### src/rtl/terminal_tx_fifo.sv
// Transmit queue for one router terminal port: host pushes packets, router pops
// the head via the pndng/pop handshake.
module terminal_tx_fifo #(
  parameter int unsigned DEPTH = 16,
  parameter int unsigned WIDTH = 40
) (
  input  logic                     clk,
  input  logic                     rst,
  input  logic                     push,
  input  logic [WIDTH-1:0]         push_data,
  output logic                     full,
  output logic [$clog2(DEPTH):0]   count,
  output logic                     overflow,
  output logic                     underflow,
  input  logic                     clr_err,
  output logic [WIDTH-1:0]         data_out_i_in,
  output logic                     pndng_i_in,
  input  logic                     pop
);

  localparam int unsigned AW = $clog2(DEPTH);
  localparam int unsigned CW = AW + 1;

  logic [WIDTH-1:0] mem_q [DEPTH];
  logic [AW-1:0]    rd_ptr_q, rd_ptr_d;
  logic [AW-1:0]    wr_ptr_q, wr_ptr_d;
  logic [CW-1:0]    count_q, count_d;
  logic             ovf_q, ovf_d;
  logic             unf_q, unf_d;
  logic             pop_ok, push_ok, full_w;

  // Next-state: pointers, occupancy and sticky error flags.
  always_comb begin
    rd_ptr_d = rd_ptr_q;
    wr_ptr_d = wr_ptr_q;
    count_d  = count_q;
    ovf_d    = ovf_q;
    unf_d    = unf_q;

    full_w  = (count_q == CW'(DEPTH));
    pop_ok  = pop && (count_q != '0);
    push_ok = push && (!full_w || pop_ok);

    if (pop_ok)  rd_ptr_d = rd_ptr_q + AW'(1);
    if (push_ok) wr_ptr_d = wr_ptr_q + AW'(1);

    case ({push_ok, pop_ok})
      2'b10:   count_d = count_q + CW'(1);
      2'b01:   count_d = count_q - CW'(1);
      default: count_d = count_q;
    endcase

    // A new error event in the same cycle as clr_err keeps the flag set.
    if (push && !push_ok)    ovf_d = 1'b1;
    else if (clr_err)        ovf_d = 1'b0;
    if (pop && !pop_ok)      unf_d = 1'b1;
    else if (clr_err)        unf_d = 1'b0;
  end

  always_ff @(posedge clk) begin
    if (rst) begin
      rd_ptr_q <= '0;
      wr_ptr_q <= '0;
      count_q  <= '0;
      ovf_q    <= 1'b0;
      unf_q    <= 1'b0;
    end else begin
      rd_ptr_q <= rd_ptr_d;
      wr_ptr_q <= wr_ptr_d;
      count_q  <= count_d;
      ovf_q    <= ovf_d;
      unf_q    <= unf_d;
    end
  end

  // Storage is deliberately not cleared by reset; pointers define validity.
  always_ff @(posedge clk) begin
    if (!rst && push_ok) mem_q[wr_ptr_q] <= push_data;
  end

  assign pndng_i_in    = (count_q != '0);
  assign full          = (count_q == CW'(DEPTH));
  assign count         = count_q;
  assign overflow      = ovf_q;
  assign underflow     = unf_q;
  assign data_out_i_in = pndng_i_in ? mem_q[rd_ptr_q] : '0;

endmodule

### config.mk
export PLATFORM = sky130hd
export DESIGN_NAME = terminal_tx_fifo
export DESIGN_NICKNAME = d
export VERILOG_FILES = /design/src/rtl/terminal_tx_fifo.sv
export SDC_FILE = /design/constraint.sdc
export NUM_CORES = 1
export LEC_CHECK = 0
export ABC_AREA = 0
export CELL_PAD_IN_SITES_DETAIL_PLACEMENT = 1
export CELL_PAD_IN_SITES_GLOBAL_PLACEMENT = 2
export CORE_UTILIZATION = 40
export CTS_CLUSTER_DIAMETER = 200
export DETAILED_ROUTE_END_ITERATION = 10
export GPL_TIMING_DRIVEN = 0
export PLACE_DENSITY = 0.72
export SLEW_MARGIN = 30
export SYNTH_ARGS = -nofsm -noshare
export SYNTH_HDL_FRONTEND = slang
export SYNTH_SLANG_ARGS = --single-unit
### constraint.sdc
create_clock -name clk -period 4 [get_ports clk]
set_input_delay 0.4 -clock clk [delete_from_list [all_inputs] [get_ports clk]]
set_output_delay 0.4 -clock clk [all_outputs]
set_load 0.01 [all_outputs]
* After elaboration in Yosys (flattened, before gate mapping)
Memory sizes are Yosys's and may differ from the RTL's. A register that Yosys moved wholly into a read port is not among the register bits.
Cells that the tools add are included.
** Storage, ports and cells
- Bits in registers :: 15
- Memory bits (writable) :: 640
- Input port bits :: 45
- Output and inout bits :: 49
- Word-level logic and storage cells :: 36
- Memories :: 1
** Operators by class
- $add $sub $neg :: 4
- Equal/unequal tests :: 3
- Multiplexer cells :: 9
- Reduce and logical (&&, ||, !) cells :: 14
** Memories
- mem_q :: depth 16, bits a word 40, rd ports 1, clocked after memory_dff 1, wr ports 1, line 24 : logic [WIDTH-1:0] mem_q [DEPTH];
** Operators by type and width (number)
- $mux W40 :: 1
- $pmux W5 S2 :: 1
- $add A4 B1 Y4 const B :: 2
- $mux W4 :: 2
- $reduce_bool A2 Y1 :: 3
- $add A5 B1 Y5 const B :: 1
- $eq A5 B5 Y1 const B :: 1
- $logic_and A1 B1 Y1 :: 5
- $mux W1 :: 5
- $reduce_bool A5 Y1 :: 1
- $sub A5 B1 Y5 const B :: 1
- $logic_not A1 Y1 :: 4
- $eq A2 B1 Y1 const B :: 1
- $eq A2 B2 Y1 const B :: 1
- $logic_or A1 B1 Y1 :: 1

* Logic depth before layout (Yosys ltp)
Gate-level depths: netlist of the first run.
- Word-level depth :: 7
- Depth in mapped cells :: 9
- Mapped depth without buffers :: 8

* Worst setup path before layout of the first run
OpenSTA, ideal clock, no wires.
- Path kind :: in2reg
- Start point :: input port pop
- End point :: memory mem_q[12][0], enable pin
- Library setup time :: 0.437 ns
- Arrival time :: 3.005 ns
- Required time :: 3.563 ns
- Path slack :: 0.558 ns
- Stages on the path :: 5
- Buffers on the path :: 1
- Cell sequence :: clkbuf_1 -> nor2b_1 -> a21boi_1 -> nand2_1 -> nor2_1
** Between the ends
- Word-level cells in the longest chain between the ends :: 6
** RTL lines
- start, declared :: line 18 : input logic pop
- $logic_and A1 B1 Y1 :: line 41 : pop_ok = pop && (count_q != '0);
- $logic_or A1 B1 Y1 :: line 42 : push_ok = push && (!full_w || pop_ok);
- $logic_and A1 B1 Y1 :: line 42
- $logic_and A1 B1 Y1 :: line 78 : if (!rst && push_ok) mem_q[wr_ptr_q] <= push_data;
- $mux W1 :: line 78
- $mux W1 (not written as such) :: line 78
- end, declared :: line 24
Every way passes these cells.

* Final worst setup path of the first run
- Start point :: register count_q[0] (netlist: count[0])
- End point :: output port data_out_i_in[7]
** Between the ends
- Word-level cells in the longest chain between the ends :: 2
** RTL lines
- start, declared :: line 27 : logic [CW-1:0] count_q, count_d;
- start signal, assigned :: line 70 : count_q <= count_d;
- $reduce_bool A5 Y1 :: line 81 : assign pndng_i_in = (count_q != '0);
- $mux W40 :: line 86 : assign data_out_i_in = pndng_i_in ? mem_q[rd_ptr_q] : '0;
- end, declared :: line 16 : output logic [WIDTH-1:0] data_out_i_in,
Every way passes these cells.

==> results of run 1 <==
-- per-layer routing --
metal	up-vias	routed length, µm	track usage
met5	-	8	0
met4	2	1260	0.0499
met3	87	3330	0.0365
met2	371	30800	0.328
met1	6638	26400	0.270
li1	5119	-	-
-- cell families (layout without fill, tap and decap cells) --
logic type,count (synthesis),count (layout),share of synthesized area
DFF,659,659,0.773
muxes,204,204,0.162
and+or+nand+nor,102,102,0.0224
buffers and inverters,65,329,0.0136
AOI/OAI and AO/OA,60,60,0.0225
adders and majority gates,9,9,0.00474
xor gates and xnor gates,6,6,0.00207
other,0,1,0
-- worst paths after layout --
check | depth (start not counted) | end | startpoint | slack (ns)
min | 3 | underflow | pop | 0.35
max | 7 | data_out_i_in[7] | count[0] | 0.05
max reg2reg | 7 | mem_q[0][27] | count[4] | 0.91
min reg2reg | 2 | underflow | underflow | 0.53
-- stage by stage --
stage               instance area, µm²  hold slack, ns  setup slack (ns)
detailed placement               28700           0.513             0.440
global route                     31000           0.362           0.00554
floorplan                        25300           0.485             0.558
global placement                 27300           0.506             -2.39
finish                           31000           0.353            0.0543
CTS                              31000           0.314            0.0383
-- sequential cells by signal (all words and copies together) (netlist names), named ones only --
signal / count
overflow: 1
count: 5
wr_ptr_q: 4
underflow: 1
mem_q: 640
rd_ptr_q: 4
-- cell usage in the layout, fill, tap and decap left out, types with 3 or more instances in the layout --
master / n
sky130_fd_sc_hd__a221o_1: 40
sky130_fd_sc_hd__buf_12: 3
sky130_fd_sc_hd__buf_16: 44
sky130_fd_sc_hd__buf_2: 30
sky130_fd_sc_hd__bufinv_16: 7
sky130_fd_sc_hd__clkbuf_1: 11
sky130_fd_sc_hd__clkbuf_16: 72
sky130_fd_sc_hd__clkbuf_2: 12
sky130_fd_sc_hd__clkdlybuf4s50_1: 92
sky130_fd_sc_hd__clkinv_1: 19
sky130_fd_sc_hd__clkinv_2: 10
sky130_fd_sc_hd__clkinvlp_4: 5
sky130_fd_sc_hd__dfxtp_1: 19
sky130_fd_sc_hd__edfxtp_1: 640
sky130_fd_sc_hd__ha_1: 8
sky130_fd_sc_hd__inv_1: 8
sky130_fd_sc_hd__inv_6: 4
sky130_fd_sc_hd__mux2_1: 21
sky130_fd_sc_hd__mux2_2: 20
sky130_fd_sc_hd__mux2i_1: 3
sky130_fd_sc_hd__mux4_2: 160
sky130_fd_sc_hd__nand2_1: 5
sky130_fd_sc_hd__nor2_1: 16
sky130_fd_sc_hd__nor2_4: 17
sky130_fd_sc_hd__nor2b_1: 48
sky130_fd_sc_hd__o211ai_1: 3
sky130_fd_sc_hd__xor2_1: 4
-- power groups by stage --
stage / Combinational [µW] / Clock, µW / Sequential [µW]
global placement: 3980 / 0 / 7900
global route: 4310 / 6830 / 7760
floorplan: 2340 / 0 / 7890
finish: 4040 / 6480 / 7750
detailed placement: 4090 / 0 / 7890
CTS: 4130 / 6590 / 7750
-- worst min-delay path, cell delays in order --
cell and delay, ns:
sky130_fd_sc_hd__clkbuf_1 0.23, sky130_fd_sc_hd__a22oi_1 0.23, sky130_fd_sc_hd__nor2_1 0.05
-- cell type report --
| class | instances | area (µm²) |
|---|---|---|
| fillers | 5530 | 31200 |
| flip-flops and latches | 659 | 19600 |
| multi-input cells | 381 | 5530 |
| repair buffers | 138 | 2160 |
| clock buffers | 80 | 1830 |
| well taps | 837 | 1050 |
| clock inverters | 48 | 460 |
| plain buffers | 55 | 338 |
| inverters | 8 | 30.0 |
| diodes | 1 | 2.50 |
-- repair_timing --
action	in CTS	in global routing
endpoints found under the setup margin	40	5
resized for setup	18	0
cloned	0	0
==> results.json, run 1 <==
{
  "grt_overflow_total": 0,
  "p_sw_frac": 0.265,
  "routabilityCongestion": 0.720,
  "dieWidth_um": 254,
  "cell_occurring_most_often_along_the_worst_timing_path": "sky130_fd_sc_hd__buf_2",
  "initial_utilization": 0.408,
  "synth.yosys.warnings": 0,
  "p_leak_uw": 0.00967,
  "ir_worst_vdd_v": 0.000322,
  "worstSetupEndpointType": "output pin",
  "drv_slew": 0,
  "yosysSeqAreaShare": 0.773,
  "synth-main-ff-cell": "sky130_fd_sc_hd__edfxtp_1",
  "ctsRootBufferMaster": "sky130_fd_sc_hd__clkbuf_16",
  "area.growth.synth_to_final_pct": 22.3,
  "synth.area.top_cells": "sky130_fd_sc_hd__edfxtp_1, sky130_fd_sc_hd__mux4_2, sky130_fd_sc_hd__a221o_1, sky130_fd_sc_hd__dfxtp_1, sky130_fd_sc_hd__nor2b_1",
  "timing.critical_path.cells": "or4_1, buf_2, o21ai_2, buf_2, nor2b_1, a221o_1, clkdlybuf4s50_1",
  "worst-path-buf-inv": 3,
  "drt_iter0_drc": 972,
  "crit_path_max_incr_delay_ns": 0.53,
  "synth_fp_nets": 1159,
  "detail-route-antenna-nets": 0,
  "die_height_um": 254,
  "timing.critical_path.slowest_stage_cell": "sky130_fd_sc_hd__clkdlybuf4s50_1",
  "maximum_number_of_pins_on_one_net_before_global_route_repair": 17,
  "seq_power_share": 0.424,
  "finalNetCount": 1368,
  "clockPowerShare": 0.355,
  "relSlewSlack": 0.444,
  "numCtsBuffers": 71,
  "rsz0062_at_grt": "no",
  "placed_cells": 2080,
  "first_global_vias": 13100,
  "post-layout-total-power_uw": 18300,
  "cts_setup_buffers": 0,
  "data_required_time_of_the_critical_path_ns": 3.60,
  "grt_first_pass_wirelength_um": 90100,
  "layoutNonFillerInstCount": 2207,
  "clock_skew_ns": 0.0156,
  "yosysUniqueCellTypes": 49,
  "cts_tree": "done",
  "clkSlewWorstSetupHoldPaths_ns": 0.05,
  "internal_dissipation_uw": 13400,
  "worst_pin_slew_ns": 0.834,
  "maxCapViolations": 0,
  "hold_path.class": "in -> reg",
  "critical_path_class": "reg -> out",
  "crit_fanout": 10,
  "synthDominantCellAreaShare": 0.758,
  "critPathLaunchType": "register",
  "finalSetupViolCount": 0,
  "clk_latency_ns": 0.61,
  "number_of_antenna_violations_at_the_first_check_in_global_routing": 1,
  "synthesis.instances": 1105,
  "final_layout_size_suffix_gt1_frac": 0.292,
  "routed_wirelength_um": 61800,
  "cts_max_level": 3,
  "via_count": 12200,
  "p_comb_frac": 0.221,
  "placed_wire_length_estimate_um": 39600,
  "fp.coreArea_um2": 62200,
  "min_period_ns": 3.95,
  "finish.utilization": 0.499,
  "cpLargestDelayFamily": "buffers and inverters",
  "outcome": "finished, final reports clean",
  "power_density_nw_per_um2": 589,
  "final_min_period_over_clock_period": 0.986,
  "yosys.cell_count.top_type": "sky130_fd_sc_hd__edfxtp_1",
  "grt.total_usage": 0.198,
  "post_synth_instance_area_um2": 25300,
  "tns_ns": 0,
  "cts.hold.buffers_added": 0,
  "buffer_ports.inserted": 92,
  "power_switching_uw": 4830,
  "dieArea_um2": 64400,
  "cts_buffer_depth": 3,
  "synth_largest_area_cell": "sky130_fd_sc_hd__edfxtp_1",
  "synth-seq-cells": 659,
  "synth.avg_cell_area_um2": 22.9,
  "num_rows": 91,
  "timing.final.hold_violations": 0,
  "critPathArrivalTime_ns": 3.55,
  "drc_errors": 0,
  "fmax_ghz": 0.253,
  "routed_via_density": 5.54,
  "most_instantiated_cells_after_synthesis": "sky130_fd_sc_hd__edfxtp_1, sky130_fd_sc_hd__mux4_2, sky130_fd_sc_hd__nor2b_1",
  "firstDrtPassIters": 5,
  "synth_edf_count": 640,
  "boundaryPins": 94,
  "clock-sinks": 659,
  "synth-async-reset-ratio": 0,
  "avgRoutedWirePerCell_um": 28.0
}
Power figures use the tool's default switching activity.
==> inputs of run 2 (changes only) <==
--- a/config.mk
+++ b/config.mk
@@ -13,7 +13,6 @@
 export DETAILED_ROUTE_END_ITERATION = 10
 export GPL_TIMING_DRIVEN = 0
 export PLACE_DENSITY = 0.72
-export SLEW_MARGIN = 30
 export SYNTH_ARGS = -nofsm -noshare
 export SYNTH_HDL_FRONTEND = slang
 export SYNTH_SLANG_ARGS = --single-unit
==> constraint.sdc (replaced) <==
create_clock -name clk -period 4.6 [get_ports clk]
set_input_delay 0.46 -clock clk [delete_from_list [all_inputs] [get_ports clk]]
set_output_delay 0.46 -clock clk [all_outputs]
set_load 0.01 [all_outputs]
==> results.json, run 2 (synthesis gave the netlist of run 1 again) <==
{
  "outcome": "finished, final reports clean",
  "hold_path.class": "in -> reg",
  "area_of_the_multi_input_gates_um2": 5520,
  "relSlewSlack": 0.339,
  "hold-path-cell-count": 3,
  "critical_path_capture_point": "data_out_i_in[0]",
  "worst_pin_slew_ns": 0.989,
  "finish.utilization": 0.483,
  "clock-sinks": 659,
  "number_of_antenna_violations_at_the_first_check_in_global_routing": 2,
  "die_height_um": 254,
  "p_leak_uw": 0.00920,
  "dieWidth_um": 254,
  "timing.final.hold_violations": 0,
  "grt.total_usage": 0.194,
  "antenna_cells_inserted": 0,
  "clockPowerShare": 0.334,
  "cts_tree": "done",
  "boundaryPins": 94,
  "num_rows": 91,
  "fmax_ghz": 0.239,
  "numCtsBuffers": 69,
  "area.growth.synth_to_final_pct": 18.4,
  "critical_path_class": "reg -> out",
  "drt_iter0_drc": 1031,
  "power_density_nw_per_um2": 511,
  "placed_wire_length_estimate_um": 37600,
  "max_flop_register": "mem_q",
  "cts_setup_buffers": 0,
  "buffer_ports.inserted": 92,
  "detail-route-antenna-nets": 0,
  "ir_worst_vdd_v": 0.000263,
  "grt_overflow_total": 0,
  "seq_power_share": 0.439,
  "routed_via_density": 5.53,
  "cts_resized": 0,
  "worst-r2r-setup-slack_ns": 1.52,
  "routabilityCongestion": 0.720,
  "crit_reg_reg_endpoint": "mem_q[14][23]",
  "layout_commonest_cell": "sky130_fd_sc_hd__edfxtp_1",
  "drc_errors": 0,
  "seq_area_um2": 19600,
  "min_period_ns": 4.19,
  "via_count": 12100,
  "worst_r2r_startpoint": "count[4]",
  "drv_slew": 0,
  "largest_register_ffs": 640,
  "first_global_vias": 13000,
  "critPathLaunchType": "register",
  "cts.hold.buffers_added": 0,
  "internal_dissipation_uw": 11300,
  "rr_worst_depth": 6,
  "firstDrtPassIters": 5,
  "avgRoutedWirePerCell_um": 27.9,
  "initial_utilization": 0.408,
  "placed_cells": 2058,
  "finalSetupViolCount": 0,
  "dieArea_um2": 64400,
  "clk_latency_ns": 0.60,
  "layoutNonFillerInstCount": 2180,
  "clock_skew_ns": 0.0274,
  "most-common-layout-cells": "sky130_fd_sc_hd__edfxtp_1, sky130_fd_sc_hd__mux4_2, sky130_fd_sc_hd__clkdlybuf4s50_1, sky130_fd_sc_hd__clkbuf_16, sky130_fd_sc_hd__nor2b_1",
  "routed_wirelength_um": 60700,
  "ctsRootBufferMaster": "sky130_fd_sc_hd__clkbuf_16",
  "finalNetCount": 1346,
  "grt_first_pass_wirelength_um": 88800,
  "fp.coreArea_um2": 62200,
  "rsz0062_at_grt": "no",
  "data_required_time_of_the_critical_path_ns": 4.14,
  "cts_max_level": 3,
  "cts_buffer_depth": 3,
  "crit_fanout": 10,
  "final_layout_size_suffix_gt1_frac": 0.260,
  "critPathArrivalTime_ns": 3.73,
  "p_comb_frac": 0.227,
  "filler_cell_count": 5611,
  "maxCapViolations": 0,
  "final_min_period_over_clock_period": 0.910,
  "p_sw_frac": 0.266,
  "worstSetupEndpointType": "output pin",
  "maximum_number_of_pins_on_one_net_before_global_route_repair": 22,
  "power_switching_uw": 4070,
  "clkSlewWorstSetupHoldPaths_ns": 0.06
}
## run 2: cell types whose count changed in the layout (fill, tap and decap cells not counted), moves of 3 or more
cell	change
sky130_fd_sc_hd__clkbuf_1	+22
sky130_fd_sc_hd__clkbuf_2	-12
sky130_fd_sc_hd__buf_16	-36
sky130_fd_sc_hd__bufinv_16	-7
sky130_fd_sc_hd__clkinv_2	-3
sky130_fd_sc_hd__buf_1	+3
sky130_fd_sc_hd__buf_12	+16
## run 2: worst min path at each step
stage | from | to | slack, ns
6_report | pop | underflow | 0.42
5_1_grt | pop | underflow | 0.50
4_1_cts | pop | underflow | 0.40
3_5_place_dp | underflow | underflow | 0.52
3_3_place_gp | underflow | underflow | 0.51
2_1_floorplan | rd_ptr_q[3] | register | 0.48
## run 2: per-layer routing
layer  share of wire  GRT usage  wire length [µm]
met1            0.43      0.265             26200
met2            0.50      0.320             30100
met3           0.053     0.0354              3250
met4           0.020     0.0565              1210
met5         0.00033          0                20
## run 2: per-stage QoR
stage               instance area [µm²]  setup TNS, ns  setup slack (ns)  total power (µW)  hold WS, ns
floorplan                         25300              0              1.10              8890        0.485
detailed placement                28000              0             0.981             10400        0.520
global placement                  27300        -942.66             -1.85             10300        0.506
global route                      30000              0             0.256             15900        0.500
CTS                               30000              0             0.333             15500        0.397
finish                            30000              0             0.413             15300        0.422
## run 2: power groups by stage
stage          clock network [µW]  registers [µW]  logic [µW]
5_1_grt                      5430            6750        3730
2_1_floorplan                   0            6860        2030
3_3_place_gp                    0            6870        3460
6_report                     5120            6740        3470
4_1_cts                      5220            6740        3550
3_5_place_dp                    0            6860        3530
## run 2: cell type report
cell class / instances / area share
timing repair buffer: 116 / 0.0487
sequential: 659 / 0.653
buffer: 57 / 0.0105
clock inverter: 34 / 0.00617
multi-input combinational: 381 / 0.184
tap: 837 / 0.0349
inverter: 8 / 0.00100
clock buffer: 88 / 0.0620
## run 2: critical path: stages, from the launching register on
cell and delay, ns:
sky130_fd_sc_hd__dfxtp_1 0.30, sky130_fd_sc_hd__clkbuf_1 0.48, sky130_fd_sc_hd__clkbuf_1 0.71, sky130_fd_sc_hd__mux4_2 0.41
sky130_fd_sc_hd__mux2_1 0.30, sky130_fd_sc_hd__a221o_1 0.40, sky130_fd_sc_hd__clkdlybuf4s50_1 0.53
